==> src/rtl/score_bcd_encoder.sv <==
// -----------------------------------------------------------------------------
// score_bcd_encoder
//
// Purpose:
//   Converts an unsigned binary score into packed BCD using the sequential
//   shift-and-add-3 (double dabble) algorithm. One bit is consumed per clock,
//   so a conversion takes BIN_W shift cycles plus one cycle to publish the
//   result. The result registers hold their value between conversions.
//
// Parameters:
//   BIN_W   width of the binary input value
//   DIGITS  number of BCD digits produced
//
// Ports:
//   in_CLK     clock, all state changes on the rising edge
//   in_RST_N   asynchronous active-low reset
//   in_START   conversion request, only honoured while idle
//   in_BIN     binary value to convert, captured when the request is taken
//   out_BUSY   high while a conversion is in flight (SHIFT or DONE)
//   out_DONE   single-cycle pulse, out_BCD/out_OVF/out_BLANK just updated
//   out_BCD    packed BCD, digit i in bits [4i+3:4i], digit 0 least significant
//   out_OVF    last value did not fit in DIGITS digits (out_BCD = value mod
//              10^DIGITS in that case)
//   out_BLANK  leading-zero mask, bit i high when digit i is a leading zero
//
// Configuration:
//   SCORE_BCD_ENCODER_BLANK_EN  when defined, out_BLANK carries the
//                               leading-zero mask; otherwise it is tied low.
// -----------------------------------------------------------------------------
module score_bcd_encoder #(
  parameter int BIN_W  = 8,
  parameter int DIGITS = 3
) (
  input  logic                  in_CLK,
  input  logic                  in_RST_N,
  input  logic                  in_START,
  input  logic [BIN_W-1:0]      in_BIN,
  output logic                  out_BUSY,
  output logic                  out_DONE,
  output logic [4*DIGITS-1:0]   out_BCD,
  output logic                  out_OVF,
  output logic [DIGITS-1:0]     out_BLANK
);

  localparam int BCD_W = 4 * DIGITS;
  localparam int CNT_W = $clog2(BIN_W + 1);

  localparam logic [CNT_W-1:0] CNT_LOAD = CNT_W'(BIN_W);
  localparam logic [CNT_W-1:0] CNT_ONE  = CNT_W'(1);
  localparam logic [CNT_W-1:0] CNT_ZERO = CNT_W'(0);

  typedef enum logic [1:0] {
    ST_IDLE  = 2'd0,
    ST_SHIFT = 2'd1,
    ST_DONE  = 2'd2
  } state_t;

  // Pre-shift correction of one BCD digit: a digit of 5 or more would exceed
  // 9 once doubled, so adding 3 first makes the doubling carry into the next
  // digit exactly like a decimal carry.
  function automatic logic [3:0] add3_adjust(input logic [3:0] digit);
    logic [3:0] result;
    if (digit >= 4'd5) begin
      result = digit + 4'd3;
    end else begin
      result = digit;
    end
    return result;
  endfunction

  state_t               state_r;
  state_t               state_nx_s;

  logic [BIN_W-1:0]     bin_r;
  logic [BCD_W-1:0]     scratch_r;
  logic [CNT_W-1:0]     cnt_r;
  logic                 ovf_acc_r;

  logic [BCD_W-1:0]     adj_s;
  logic [BCD_W-1:0]     scratch_shift_s;
  logic [BIN_W-1:0]     bin_shift_s;
  logic                 carry_out_s;
  logic [DIGITS-1:0]    blank_s;

  logic                 busy_r;
  logic                 done_r;
  logic [BCD_W-1:0]     bcd_r;
  logic                 ovf_r;
  logic [DIGITS-1:0]    blank_r;

  // Digit correction followed by the one-bit left shift of {scratch, binary}.
  always_comb begin
    adj_s = scratch_r;
    for (int i = 0; i < DIGITS; i++) begin
      adj_s[4*i +: 4] = add3_adjust(scratch_r[4*i +: 4]);
    end
    // The top bit of the corrected scratch is worth 10^DIGITS once shifted,
    // so it is dropped here and only remembered as an overflow.
    carry_out_s     = adj_s[BCD_W-1];
    scratch_shift_s = {adj_s[BCD_W-2:0], bin_r[BIN_W-1]};
    bin_shift_s     = bin_r << 1;
  end

`ifdef SCORE_BCD_ENCODER_BLANK_EN
  // Leading-zero mask: walk from the top digit down, a digit is blank while
  // every digit above it (and itself) is zero. Digit 0 is never blanked so a
  // zero score still shows a single "0".
  always_comb begin
    logic zero_run;
    blank_s  = '0;
    zero_run = 1'b1;
    for (int i = DIGITS - 1; i >= 1; i--) begin
      if (scratch_r[4*i +: 4] == 4'd0) begin
        zero_run = zero_run;
      end else begin
        zero_run = 1'b0;
      end
      blank_s[i] = zero_run;
    end
    blank_s[0] = 1'b0;
  end
`else
  // Blanking disabled in this build: mask is permanently clear.
  always_comb begin
    blank_s = '0;
  end
`endif

  // Next-state logic of the conversion sequencer.
  always_comb begin
    state_nx_s = state_r;
    case (state_r)
      ST_IDLE: begin
        if (in_START) begin
          state_nx_s = ST_SHIFT;
        end else begin
          state_nx_s = ST_IDLE;
        end
      end
      ST_SHIFT: begin
        // The counter is sampled before this cycle's decrement, so a value of
        // one means this edge performs the last shift.
        if (cnt_r == CNT_ONE) begin
          state_nx_s = ST_DONE;
        end else begin
          state_nx_s = ST_SHIFT;
        end
      end
      ST_DONE: begin
        state_nx_s = ST_IDLE;
      end
      default: begin
        state_nx_s = ST_IDLE;
      end
    endcase
  end

  // Sequencer state register.
  always_ff @(posedge in_CLK or negedge in_RST_N) begin
    if (!in_RST_N) begin
      state_r <= ST_IDLE;
    end else begin
      state_r <= state_nx_s;
    end
  end

  // Conversion working registers: captured input, BCD scratch, bit counter
  // and the sticky overflow flag for the current conversion.
  always_ff @(posedge in_CLK or negedge in_RST_N) begin
    if (!in_RST_N) begin
      bin_r     <= '0;
      scratch_r <= '0;
      cnt_r     <= CNT_ZERO;
      ovf_acc_r <= 1'b0;
    end else begin
      case (state_r)
        ST_IDLE: begin
          if (in_START) begin
            bin_r     <= in_BIN;
            scratch_r <= '0;
            cnt_r     <= CNT_LOAD;
            ovf_acc_r <= 1'b0;
          end else begin
            bin_r     <= bin_r;
            scratch_r <= scratch_r;
            cnt_r     <= cnt_r;
            ovf_acc_r <= ovf_acc_r;
          end
        end
        ST_SHIFT: begin
          bin_r     <= bin_shift_s;
          scratch_r <= scratch_shift_s;
          cnt_r     <= cnt_r - CNT_ONE;
          ovf_acc_r <= ovf_acc_r | carry_out_s;
        end
        default: begin
          bin_r     <= bin_r;
          scratch_r <= scratch_r;
          cnt_r     <= cnt_r;
          ovf_acc_r <= ovf_acc_r;
        end
      endcase
    end
  end

  // Output registers: the result is published on the edge that leaves DONE,
  // which puts out_DONE BIN_W+1 cycles after the accepting edge.
  always_ff @(posedge in_CLK or negedge in_RST_N) begin
    if (!in_RST_N) begin
      busy_r  <= 1'b0;
      done_r  <= 1'b0;
      bcd_r   <= '0;
      ovf_r   <= 1'b0;
      blank_r <= '0;
    end else begin
      busy_r <= (state_nx_s != ST_IDLE);
      if (state_r == ST_DONE) begin
        done_r  <= 1'b1;
        bcd_r   <= scratch_r;
        ovf_r   <= ovf_acc_r;
        blank_r <= blank_s;
      end else begin
        done_r  <= 1'b0;
        bcd_r   <= bcd_r;
        ovf_r   <= ovf_r;
        blank_r <= blank_r;
      end
    end
  end

  assign out_BUSY  = busy_r;
  assign out_DONE  = done_r;
  assign out_BCD   = bcd_r;
  assign out_OVF   = ovf_r;
  assign out_BLANK = blank_r;

endmodule
==> config.mk <==
export PLATFORM = sky130hd
export DESIGN_NAME = score_bcd_encoder
export DESIGN_NICKNAME = d
export VERILOG_FILES = /design/src/rtl/score_bcd_encoder.sv
export SDC_FILE = /design/constraint.sdc
export NUM_CORES = 1
export LEC_CHECK = 0
export CAP_MARGIN = 25
export CORE_MARGIN = 2
export CORE_UTILIZATION = 35
export DETAILED_ROUTE_END_ITERATION = 7
export GPL_ROUTABILITY_DRIVEN = 1
export PLACE_DENSITY_LB_ADDON = 0.2
export SLEW_MARGIN = 10
export SYNTH_ARGS = -nofsm -noshare
export SYNTH_HDL_FRONTEND = slang
export SYNTH_SLANG_ARGS = --single-unit
==> constraint.sdc <==
create_clock -name in_CLK -period 3.35 [get_ports in_CLK]
set_input_delay 0.5025 -clock in_CLK [delete_from_list [all_inputs] [get_ports in_CLK]]
set_output_delay 0.5025 -clock in_CLK [all_outputs]
set_load 0.02 [all_outputs]
==> impl_metrics.env, run 1 <==
export IMPL_outcome="complete, no violations"
export IMPL_setup_slack_ps=1520
export IMPL_period_needed_ps=1830
export IMPL_final_max_slew_viol_count=0
export IMPL_syn_avg_cell_area_um2=10.6
export IMPL_power_combinational_fraction_pct=45.8
export IMPL_number_of_nets_in_the_final_layout=238
export IMPL_power_switching_w=0.000946
export IMPL_h_tree_depth=2
export IMPL_ffs_w_async_s_r_synth_pct=100
export IMPL_cts_sinks=42
export IMPL_final_antenna_net_count=0
export IMPL_cap_violations=0
export IMPL_max_slew_worst_pin_slew_ps=800
export IMPL_max_vdd_ir_drop_mv=0.312
export IMPL_timing_hold_worst_class="in -> async"
export IMPL_clock_tree_buffer_depth=2
export IMPL_main_area_contributors_after_synthesis="dfrtp_1 51%, nand2_1 5.3%, o21ai_0 5.1%, ha_1 4.8%, inv_1 2.9%"
export IMPL_clk_pin_slew_worst_paths_ps=80
export IMPL_drt_first_iter_violations=74
export IMPL_routed_via_density=4.99
export IMPL_layout_drive_gt1_share_pct=8.18
export IMPL_cts_tree="done"
export IMPL_synth_yosys_warnings=0
export IMPL_cts_bufs_inserted=5
export IMPL_gp_congestion=0.718
export IMPL_die_y_um=80.9
export IMPL_syn_area_um2=2070
export IMPL_core_area_um2=5820
export IMPL_synthToLayoutAreaGrowth_pct=17.8
export IMPL_swShare_pct=39.9
export IMPL_n_antenna_cell=0
export IMPL_grt_max_degree=43
export IMPL_cts_repair_resize_count=0
export IMPL_power_leakage_nw=1.06
export IMPL_initial_antenna_violation_count=0
export IMPL_start_kind="flop"
export IMPL_worstSetupEndpointType="flop"
export IMPL_setup_viol_count_final=0
export IMPL_final_setup_skew_ps=10.8
export IMPL_p_int_w=0.00142
export IMPL_fin_crit_sh_pct=54.8
export IMPL_unrepaired_setup_endpoints_after_global_routing="false"
export IMPL_share_seq_of_total_power_pct=37.4
export IMPL_number_of_iterations_in_the_first_detailed_routing_pass=4
export IMPL_netlist_instances=196
export IMPL_synth_top_cell_area_share_pct=50.8
export IMPL_tns_ps=0
export IMPL_dieWidth_um=80.9
export IMPL_dp_hpwl_um=2560
export IMPL_placement_setup_worst_slack_ps=1410
export IMPL_wire_length_of_the_first_global_routing_pass_um=6430
export IMPL_track_usage_pct=13.1
export IMPL_most_used_flip_flop_cell_after_synthesis="dfrtp_1"
export IMPL_slew_limit_headroom_pct=46.6
export IMPL_numPortBuffers=25
export IMPL_postSynthRegisterBits=42
export IMPL_cts_hold_repair_buffers=0
export IMPL_synth_lib_cells_used_distinct=40
export IMPL_clock_insertion_delay_worst_skew_ps=300
export IMPL_number_of_placement_rows=28
export IMPL_die_area_um2=6540
export IMPL_synth_largest_area_cell="dfrtp_1"
export IMPL_path_class="reg -> reg"
export IMPL_timing_fmax_mhz=545
export IMPL_synth_commonest_cells="42 x dfrtp_1, 29 x nand2_1, 21 x o21ai_0"
export IMPL_floorplan_initialDensity_pct=35.6
export IMPL_root_buffer="clkbuf_8"
export IMPL_fillers=604
export IMPL_required_ps=3530
export IMPL_clockPowerShare_pct=16.8
export IMPL_report_final_hold_viol_count=0
export IMPL_synth_most_common_cell="dfrtp_1"
export IMPL_total_routed_wirelength_um=3900
export IMPL_cp_max_fo=26
export IMPL_power_per_cell_area_nw_per_um2=972
export IMPL_cts_repair_timing_setup_buffer_count=0
export IMPL_globalRouteOverflowTotal=0
export IMPL_vias=1471
export IMPL_route_detailed_wl_per_inst_um=13.2
export IMPL_synth_yosys_seq_area_share_pct=50.8
export IMPL_drcViolationCount=0
export IMPL_first_global_vias=1380
export IMPL_synth_enable_flop_cells=0
export IMPL_worst_endpoint_arrival_ps=2010
export IMPL_io_pin_count=29
worst max-delay path: stages, from the launching register on:
cell	delay, ps
dfrtp_1	610
nand2b_1	690
mux2_2	400
through the flow:
stage          cells  total power, W  util, %  area [um^2]  hold slack (ps)
2_1_floorplan    198         0.00173        -         2080              207
3_3_place_gp     286         0.00197     39.7         2310              460
3_5_place_dp     286         0.00198     39.7         2310              469
4_1_cts          294         0.00239     41.6         2420              386
5_1_grt          295         0.00256     41.9         2440             80.9
6_report         295         0.00237     41.9         2440             77.0
placed cells by master, fill, tap and decap left out, drive strengths merged, types with 6 or more instances in the layout:
cell type      instances
a31oi                  6
ha                     8
nand2                 29
clkdlybuf4s50         24
o2111ai                6
o21ai                 22
clkbuf                 7
inv                   17
nor2b                  7
nor2                   6
dfrtp                 42
worst paths after layout:
path / startpoint / endpoint / slack [ps] / cells past startpoint
setup / recovery: state_r[0] / out_OVF / 1520 / 2
hold / removal: in_RST_N / bin_r[5] / 80 / 1
setup reg to reg: state_r[0] / out_OVF / 1520 / 2
hold reg to reg: out_BCD[10] / out_BCD[10] / 480 / 2
max in group asynchronous: in_RST_N / out_BCD[10] / 2810 / 2
min in group in_CLK: out_BCD[10] / out_BCD[10] / 480 / 2
power groups by stage:
stage / registers, W / clock network, W / logic (W)
2_1_floorplan: 0.000919 / 0 / 0.000807
6_report: 0.000885 / 0.000398 / 0.00109
3_5_place_dp: 0.000894 / 0 / 0.00109
4_1_cts: 0.000886 / 0.000405 / 0.00110
5_1_grt: 0.000918 / 0.000434 / 0.00121
3_3_place_gp: 0.000894 / 0 / 0.00108
final cells by class:
type / instances / area (um^2) / share of cell area, %
Inverter: 17 / 66.3 / 2.72
Clock inverter: 1 / 30.0 / 1.23
Timing Repair Buffer: 26 / 265 / 10.9
Multi-Input combinational cell: 127 / 855 / 35.1
Sequential cell: 42 / 1050 / 43.1
Clock buffer: 7 / 76.3 / 3.13
Tap cell: 75 / 93.8 / 3.85
registers in the layout, summed over array words and instances, names as in the netlist:
signal / flops
state_r: 2
out_BCD: 12
out_DONE: 1
cnt_r: 4
bin_r: 8
ovf_acc_r: 1
scratch_r: 12
out_OVF: 1
out_BUSY: 1
layer usage:
metal | wire (um) | vias up | global-route usage (%)
met5 | 0 | - | 0
met4 | 70 | 0 | 4.58
met3 | 117 | 6 | 4.33
met2 | 1770 | 25 | 20.5
met1 | 1940 | 712 | 16.9
li1 | - | 728 | -
cell families (layout without fill, tap and decap cells):
group / after synthesis / count (layout) / share of synthesized area [%]
compound gates: 61 / 61 / 21.9
simple gates: 49 / 49 / 11.2
flops: 42 / 42 / 50.8
buf+inv: 29 / 51 / 8.28
other cells: 1 / 3 / 0.181
fa+ha+maj: 8 / 8 / 4.84
xor+xnor: 3 / 3 / 1.27
mux: 3 / 3 / 1.51
(Power assumes the default switching activity.)
==> run 2, diff against run 1 <==
Clock period 3.35 ns to 1.8 ns, I/O delays scaled along.
==> run 2 against run 1 <==
Compared with the run above: die area unchanged; critical path depth rose by 3; clock power grew 59%; non-clock buffer count is 6 higher; highest routed layer unchanged; largest power group unchanged; flip-flop and latch count unchanged; register-to-register slack worse by 1300 ps; first-iteration DRC count rose by 18%; setup slack worse by 1300 ps; wire length increased by 2.0%; final area increased by 1.3%; largest cell class unchanged.
==> impl_metrics.env, run 2 (synthesis gave the netlist of run 1 again) <==
export IMPL_p_int_w=0.00261
export IMPL_numPlacedInstances=292
export IMPL_timing_hold_worst_class="in -> async"
export IMPL_initial_antenna_violation_count=0
export IMPL_route_detailed_wl_per_inst_um=13.2
export IMPL_numPortBuffers=25
export IMPL_finalPower_w=0.00437
export IMPL_power_per_cell_area_nw_per_um2=1770
export IMPL_worst_endpoint_arrival_ps=1740
export IMPL_cp_max_fo=4
export IMPL_die_y_um=80.9
export IMPL_mostFrequentLayoutCell="dfrtp_1"
export IMPL_die_area_um2=6540
export IMPL_period_needed_ps=1560
export IMPL_cp_depth=5
export IMPL_number_of_iterations_in_the_first_detailed_routing_pass=4
export IMPL_floorplan_initialDensity_pct=35.6
export IMPL_dp_hpwl_um=2820
export IMPL_power_leakage_nw=1.08
export IMPL_clockPowerShare_pct=14.4
export IMPL_globalRouteOverflowTotal=0
export IMPL_power_switching_w=0.00177
export IMPL_vias=1501
export IMPL_clock_tree_buffer_depth=2
export IMPL_cts_sinks=42
export IMPL_routed_via_density=4.99
export IMPL_layout_cells_most_common_list="42 x dfrtp_1, 29 x nand2_1, 24 x clkdlybuf4s50_1"
export IMPL_cts_bufs_inserted=5
export IMPL_total_routed_wirelength_um=3980
export IMPL_start_kind="flop"
export IMPL_stage_delay_of_the_slowest_cell_on_the_critical_path_ps=420
export IMPL_drt_first_iter_violations=87
export IMPL_share_seq_of_total_power_pct=36.7
export IMPL_unrepaired_setup_endpoints_after_global_routing="false"
export IMPL_cts_tree="done"
export IMPL_number_of_placement_rows=28
export IMPL_wire_length_of_the_first_global_routing_pass_um=6870
export IMPL_fillers=590
export IMPL_track_usage_pct=13.9
export IMPL_worstPathCellList="inv_1, ha_1, nor2b_1, o21a_1, o311ai_0"
export IMPL_clock_insertion_delay_worst_skew_ps=300
export IMPL_gp_congestion=0.770
export IMPL_final_max_slew_viol_count=0
export IMPL_number_of_buffers_and_inverters_on_the_critical_path=1
export IMPL_h_tree_depth=2
export IMPL_required_ps=1980
export IMPL_fin_crit_sh_pct=86.8
export IMPL_power_combinational_fraction_pct=48.8
export IMPL_r2r_slack_ps=240
export IMPL_synthToLayoutAreaGrowth_pct=19.3
export IMPL_setup_viol_count_final=0
export IMPL_clk_pin_slew_worst_paths_ps=80
export IMPL_timing_fmax_mhz=640
export IMPL_cpMaxStageDelayCell="dfrtp_1"
export IMPL_io_pin_count=29
export IMPL_final_antenna_net_count=0
export IMPL_report_final_hold_viol_count=0
export IMPL_number_of_nets_in_the_final_layout=244
export IMPL_max_vdd_ir_drop_mv=0.497
export IMPL_cts_repair_resize_count=0
export IMPL_outcome="complete, no violations"
export IMPL_fin_cells=301
export IMPL_cap_violations=0
export IMPL_core_area_um2=5820
export IMPL_layout_drive_gt1_share_pct=10.6
export IMPL_final_setup_skew_ps=5.89
export IMPL_drcViolationCount=0
export IMPL_tns_ps=0
export IMPL_placement_setup_worst_slack_ps=236
export IMPL_grt_max_degree=26
export IMPL_n_antenna_cell=0
export IMPL_first_global_vias=1434
export IMPL_worstSetupEndpointType="flop"
export IMPL_reg2regPathDepth=5
export IMPL_path_class="reg -> reg"
export IMPL_cpLargestDelayFamily="compound AO/OA/AOI/OAI gates"
export IMPL_placed_area_um2=2370
export IMPL_swShare_pct=40.4
export IMPL_root_buffer="clkbuf_8"
export IMPL_dieWidth_um=80.9
export IMPL_finalInstanceArea_um2=2470
export IMPL_setup_slack_ps=238
[run 2: cell types whose count changed in the layout (fill, tap and decap cells not counted)]
cell           before  now
buf_4               0    5
clkbuf_8            5    6
clkbuf_1            2    1
dlygate4sd3_1       0    1
clkinv_2            0    1
bufinv_16           1    0
[run 2: worst reg2reg max path: cells and delay by family (launching register included)]
family | cells | cell delay (ps)
buf+inv | 1 | 120
simple gates | 1 | 160
fa+ha+maj | 1 | 250
flops | 1 | 420
compound gates | 2 | 500
[run 2: metrics by stage]
step	hold WS (ps)	util (%)
after floorplan	-25.6	-
after global placement	252	40.7
after detailed placement	261	40.7
after CTS	461	42.5
after global routing	500	42.5
final	447	42.5
[run 2: final cells by class]
class | instances | area [um^2] | area share, %
Multi-Input combinational cell | 127 | 855 | 34.6
Timing Repair Buffer | 32 | 313 | 12.7
Inverter | 17 | 66.3 | 2.68
Clock inverter | 1 | 5.00 | 0.203
Tap cell | 75 | 93.8 | 3.80
Clock buffer | 7 | 86.3 | 3.50
Sequential cell | 42 | 1050 | 42.6
[run 2: worst paths after layout]
check / startpoint / to
hold reg to reg: out_BCD[10] / out_BCD[10]
min in group in_CLK: out_BCD[10] / out_BCD[10]
setup / recovery: scratch_r[0] / scratch_r[2]
hold / removal: in_RST_N / bin_r[4]
setup reg to reg: scratch_r[0] / scratch_r[2]
max in group asynchronous: in_RST_N / cnt_r[0]
[run 2: per-layer routing]
| metal | track usage, % | routed length [um] | up-vias |
|---|---|---|---|
| met2 | 21.5 | 1880 | 31 |
| met5 | 0 | 0 | - |
| met4 | 5.59 | 59 | 0 |
| met3 | 3.44 | 157 | 4 |
| met1 | 18.5 | 1880 | 724 |
| li1 | - | - | 742 |
[run 2: power groups by stage]
stage	logic (W)	registers (W)	clock network (W)
after floorplan	0.00150	0.00171	0
after global placement	0.00215	0.00162	0
after detailed placement	0.00217	0.00163	0
after CTS	0.00217	0.00161	0.000661
after global routing	0.00240	0.00167	0.000696
final	0.00214	0.00161	0.000632
[run 2: repair_timing]
action                                 4_1_cts  5_1_grt
hold buffers                                 1        0
endpoints found under the hold margin       18        0
setup buffers                                0        0
